File: config.mk
export PLATFORM = sky130hd
export DESIGN_NAME = sub_serial_ctrl
export DESIGN_NICKNAME = d
export VERILOG_FILES = /design/src/rtl/sub_serial_pkg.sv /design/src/rtl/sub_nibble_stage.sv /design/src/rtl/sub_serial_ctrl.sv
export SDC_FILE = /design/constraint.sdc
export NUM_CORES = 1
export LEC_CHECK = 0
export CAP_MARGIN = 20
export CORE_MARGIN = 2
export CORE_UTILIZATION = 55
export CTS_CLUSTER_DIAMETER = 60
export DETAILED_ROUTE_END_ITERATION = 7
export PLACE_DENSITY = 0.84
export SKIP_CTS_REPAIR_TIMING = 1
export SKIP_LAST_GASP = 1
export SLEW_MARGIN = 20
export SYNTH_ARGS = -nofsm -noshare
export SYNTH_HDL_FRONTEND = slang
export SYNTH_HIERARCHICAL = 1
export SYNTH_SLANG_ARGS = --single-unit
File: constraint.sdc
create_clock -name CLOCK_50 -period 8.5 [get_ports CLOCK_50]
set_input_delay 1.275 -clock CLOCK_50 [delete_from_list [all_inputs] [get_ports CLOCK_50]]
set_output_delay 1.275 -clock CLOCK_50 [all_outputs]
set_load 0.05 [all_outputs]
File: src/rtl/sub_serial_pkg.sv
// Shared definitions for the nibble-serial subtractor: FSM state encoding
// and the width of the single shared subtractor slice.
package sub_serial_pkg;

  localparam int NIBBLE_W = 4;

  typedef enum logic [1:0] {
    S_IDLE = 2'd0,
    S_RUN  = 2'd1,
    S_DONE = 2'd2
  } state_t;

endpackage

File: src/rtl/sub_nibble_stage.sv
// Combinational 4-bit ripple-borrow subtractor: {bor, dif} = x - y - bin.
// Built bit by bit from the full-subtractor borrow equation.
module sub_nibble_stage
  import sub_serial_pkg::*;
(
  input  logic [NIBBLE_W-1:0] x,
  input  logic [NIBBLE_W-1:0] y,
  input  logic                bin,
  output logic [NIBBLE_W-1:0] dif,
  output logic                bor
);

  // Ripple the borrow from bit 0 upward, producing one difference bit per step
  always_comb begin : p_ripple
    logic [NIBBLE_W:0] c;
    c    = '0;
    dif  = '0;
    c[0] = bin;
    for (int i = 0; i < NIBBLE_W; i++) begin
      dif[i]  = x[i] ^ y[i] ^ c[i];
      c[i+1]  = (~x[i] & (y[i] | c[i])) | (x[i] & y[i] & c[i]);
    end
    bor = c[NIBBLE_W];
  end

endmodule

File: src/rtl/sub_serial_ctrl.sv
// Nibble-serial WIDTH-bit subtractor: diff = a - b - bin computed one nibble
// per clock on a single shared 4-bit stage, LSB nibble first, with the borrow
// registered between nibbles. start/busy/done handshake.
// Optional build macro SUB_SERIAL_SATURATE_EN: when defined, a final borrow
// clamps diff to zero (borrow still reports 1); otherwise diff wraps modulo
// 2^WIDTH.
module sub_serial_ctrl
  import sub_serial_pkg::*;
#(
  parameter int WIDTH   = 16,
  parameter int NIBBLES = WIDTH / NIBBLE_W
)(
  input  logic             CLOCK_50,
  input  logic             reset_n,
  input  logic             start,
  input  logic [WIDTH-1:0] a,
  input  logic [WIDTH-1:0] b,
  input  logic             bin,
  output logic             busy,
  output logic             done,
  output logic [WIDTH-1:0] diff,
  output logic             borrow
);

  localparam int                IDX_W    = (NIBBLES > 1) ? $clog2(NIBBLES) : 1;
  localparam logic [IDX_W-1:0]  IDX_LAST = IDX_W'(NIBBLES - 1);

  state_t              r_state;
  state_t              w_state_nxt;
  logic [WIDTH-1:0]    r_a;
  logic [WIDTH-1:0]    r_b;
  logic [WIDTH-1:0]    r_work;
  logic [WIDTH-1:0]    r_diff;
  logic                r_brw;
  logic                r_borrow;
  logic [IDX_W-1:0]    r_idx;

  logic [NIBBLE_W-1:0] w_x;
  logic [NIBBLE_W-1:0] w_y;
  logic [NIBBLE_W-1:0] w_d;
  logic                w_bo;
  logic                w_last;
  logic [WIDTH-1:0]    w_merged;
  logic [WIDTH-1:0]    w_result;

  assign w_last = (r_idx == IDX_LAST);
  assign busy   = (r_state != S_IDLE);
  assign done   = (r_state == S_DONE);
  assign diff   = r_diff;
  assign borrow = r_borrow;

  // Select the operand nibbles addressed by the current index
  always_comb begin
    w_x = '0;
    w_y = '0;
    for (int i = 0; i < NIBBLES; i++) begin
      if (r_idx == IDX_W'(i)) begin
        w_x = r_a[i*NIBBLE_W +: NIBBLE_W];
        w_y = r_b[i*NIBBLE_W +: NIBBLE_W];
      end
    end
  end

  sub_nibble_stage u_stage (
    .x   (w_x),
    .y   (w_y),
    .bin (r_brw),
    .dif (w_d),
    .bor (w_bo)
  );

  // Merge this cycle's difference nibble into the partial result
  always_comb begin
    w_merged = r_work;
    for (int i = 0; i < NIBBLES; i++) begin
      if (r_idx == IDX_W'(i)) begin
        w_merged[i*NIBBLE_W +: NIBBLE_W] = w_d;
      end
    end
  end

  // Final value published on the RUN->DONE edge
  always_comb begin
    w_result = w_merged;
`ifdef SUB_SERIAL_SATURATE_EN
    if (w_bo) begin
      w_result = '0;
    end
`endif
  end

  // State register
  always_ff @(posedge CLOCK_50) begin
    if (!reset_n) begin
      r_state <= S_IDLE;
    end else begin
      r_state <= w_state_nxt;
    end
  end

  // Next-state logic: DONE lasts exactly one cycle; start only seen in IDLE
  always_comb begin
    w_state_nxt = r_state;
    case (r_state)
      S_IDLE:  if (start)  w_state_nxt = S_RUN;
      S_RUN:   if (w_last) w_state_nxt = S_DONE;
      S_DONE:  w_state_nxt = S_IDLE;
      default: w_state_nxt = S_IDLE;
    endcase
  end

  // Operand capture, per-nibble accumulation and result publication
  always_ff @(posedge CLOCK_50) begin
    if (!reset_n) begin
      r_a      <= '0;
      r_b      <= '0;
      r_brw    <= 1'b0;
      r_work   <= '0;
      r_idx    <= '0;
      r_diff   <= '0;
      r_borrow <= 1'b0;
    end else begin
      case (r_state)
        S_IDLE: begin
          if (start) begin
            r_a    <= a;
            r_b    <= b;
            r_brw  <= bin;
            r_idx  <= '0;
            r_work <= '0;
          end
        end
        S_RUN: begin
          r_work <= w_merged;
          r_brw  <= w_bo;
          if (w_last) begin
            r_diff   <= w_result;
            r_borrow <= w_bo;
          end else begin
            r_idx <= r_idx + 1'b1;
          end
        end
        default: ;
      endcase
    end
  end

endmodule

==> flow_summary_export.csv <==
group,metric,value,unit
timing,clock.fmax,0.262,GHz
layout,diodes,0,
detailed_routing,routed_via_density,5.44,
placed_design,placed_area,0.00345,sq mm
setup_path,crit_start,"r_idx[0]",
synth,synth_cell_type_count,28,
timing,grt_setup_unrepaired,"no",
detailed_routing,wirelength,6550,microns
grt,grt_max_degree,57,
grt,antenna_found_initial,0,
power,peakVddDrop,141,uV
setup_path,r2r_start,"r_idx[0]",
cts,numCtsBuffers,9,
cts,cts_tree,"done",
layout,design_area,0.00368,sq mm
detailed_routing,via_count,2507,
setup_path,crit_path_max_fanout,22,
timing,max-slew-margin-rel,28.7,%
floorplanning,start_util,57.3,%
timing,fin_crit_sh,44.9,%
setup_path,worstSetupStartpointType,"flop",
detailed_routing,drtPass1Iterations,4,
cts,clk_pin_slew,0.07,ns
layout,instances_no_fill,461,
floorplanning,pin_count,55,
power,power.total,744,uW
placed_design,gp_congestion,0.835,
hold_path,holdCritPathClass,"reg2reg",
grt,grt_use_total,23.9,%
timing,min_period,3.82,ns
floorplanning,die_w,77.2,microns
cts,clk_latency,0.36,ns
cts,clockBufferDepth,2,
grt,grt.overflow.total,0,
detailed_routing,drtIter0Drc,172,
grt,grt_pass1_vias,2351,
outcome,status,"completed",
cts,cts.sinks,66,
floorplanning,die_h,77.2,microns
setup_path,end_kind,"flop",
timing,slew_violations,0,
layout,layout.nets,430,
cts,ctsHtreeMaxLevel,3,
timing,setup_violations,0,
floorplanning,placementRows,26,
timing,tightest_slew,1.07,ns
timing,clock_skew,0.00792,ns
hold_path,min_from,"r_b[9]",
cts,clockRootBuffer,"clkbuf_8",
run,maxCapViolations,0,
synth,syn_area_per_cell,8.59,sq um
timing,setup_tns,0,ns
setup_path,cp.arrival,4.05,ns
detailed_routing,drc,0,
synth,syn_area,0.00295,sq mm
layout,final_layout_size_suffix_gt1_share,5.63,%
setup_path,crit_required,8.73,ns
synth,ys_seq_area_share,44.8,%
floorplanning,dieArea,0.00596,sq mm
synth,ys_warn_count,6,
placed_design,place_inst,444,
synth,ys_ff_latch,66,
detailed_routing,wl_per_cell,14.2,microns
grt,grt_pass1_wl,11100,microns
detailed_routing,ant_nets,0,
placed_design,portBuffers,54,
synth,syn_nets,387,
layout,area_delta_synth_final,24.9,%
setup_path,path_class,"reg2reg",
power,powerDensity,202,mW/mm^2
timing,hold_viol_final,0,
floorplanning,core,0.00514,sq mm
timing,whs,0.455,ns
placed_design,dp_hpwl,4370,microns
layout,final.fill_count,425,
synth,synth_cells,343,
power,cellLeakagePower,0.00137,uW
[where the power goes]
group | leakage (uW) | internal [uW] | total (uW) | switching [uW]
combinational | 0.000722 | 50.5 | 120 | 69.8
clock | 0.000109 | 172 | 292 | 120
sequential | 0.000538 | 323 | 332 | 8.95
total | 0.00137 | 545 | 744 | 198
[per-layer routing]
layer,routed length [microns],GRT usage (%)
met4,148,13.2
met3,361,6.82
met1,3080,31.4
met2,2960,35.1
met5,0,0
[stage by stage]
step / util (%) / setup slack [ns]
after floorplan: - / 5.17
after global placement: 67.1 / 4.84
after detailed placement: 67.1 / 4.73
after CTS: 71.4 / 4.71
after global routing: 71.6 / 4.46
final: 71.6 / 4.68
[flip-flops by register name (all words and copies together), names as in the netlist]
name,cells
r_b,16
diff,16
r_state,2
r_work,12
r_a,16
borrow,1
r_brw,1
r_idx,2
[layout by cell type, fill, tap and decap left out, types with 2 or more instances in the layout]
master / Yosys / layout
mux2i_1: 12 / 12
ha_1: 4 / 4
a21oi_1: 20 / 20
dfxtp_1: 66 / 66
bufinv_16: 0 / 2
clkdlybuf4s50_1: 0 / 54
a22o_1: 13 / 13
o2bb2ai_1: 12 / 12
nand2_1: 100 / 100
fa_1: 4 / 4
a21boi_0: 2 / 2
a21boi_1: 31 / 31
buf_4: 1 / 2
o22ai_1: 15 / 15
o21ai_0: 9 / 9
clkbuf_8: 0 / 10
inv_1: 20 / 20
clkinv_2: 0 / 2
[synth_stat cells]
cell	instances	area share, %
dfxtp_1	66	45
a21boi_0	2	0.51
mux2i_1	12	4.1
or3b_1	1	0.30
and2_1	1	0.21
o21ai_0	9	1.5
inv_1	20	2.5
nor3b_2	1	0.42
a22o_1	13	3.9
buf_4	1	0.25
fa_1	4	2.7
nand2_1	100	13
or3b_2	1	0.30
a21boi_1	31	7.9
clkinv_1	1	0.13
buf_1	3	0.38
nor2_1	1	0.13
clkbuf_1	8	1.0
o22ai_1	15	3.2
buf_2	8	1.4
o21ba_2	1	0.34
o2bb2ai_1	12	3.6
a21oi_1	20	3.4
ha_1	4	1.7
nand3_1	1	0.17
nor2b_2	1	0.30
nand2b_1	1	0.21
buf_6	5	1.9
[critical path, stage by stage (launching register included)]
cell and delay, ns:
dfxtp_1 0.34, inv_1 0.10, ha_1 0.73, a21oi_1 0.15, a22o_1 0.25, fa_1 0.45, fa_1 0.42, fa_1 0.39
fa_1 0.49, inv_1 0.09, mux2i_1 0.18, o2bb2ai_1 0.09
[worst paths after layout]
kind	end	slack (ns)	depth (start not counted)
max	diff[3]	4.68	11
max reg2reg	diff[3]	4.68	11
min	r_b[9]	0.46	2
min reg2reg	r_b[9]	0.46	2
[layout make-up]
type | count | area, sq um | area share, %
clock inverters | 5 | 77.6 | 2.11
well taps | 70 | 87.6 | 2.38
inverters | 21 | 78.8 | 2.14
clock buffers | 11 | 141 | 3.84
flip-flops and latches | 66 | 1320 | 35.9
multi-input cells | 231 | 1410 | 38.2
repair buffers | 57 | 567 | 15.4
[cells by family after synthesis]
| logic type | after synthesis | synth area share (%) |
|---|---|---|
| buf+inv | 46 | 7.60 |
| simple gates | 108 | 14.8 |
| flops | 66 | 44.8 |
| fa+ha+maj | 8 | 4.42 |
| compound gates | 103 | 24.3 |
| mux | 12 | 4.08 |
No activity file was read; power rests on OpenSTA's default activity.
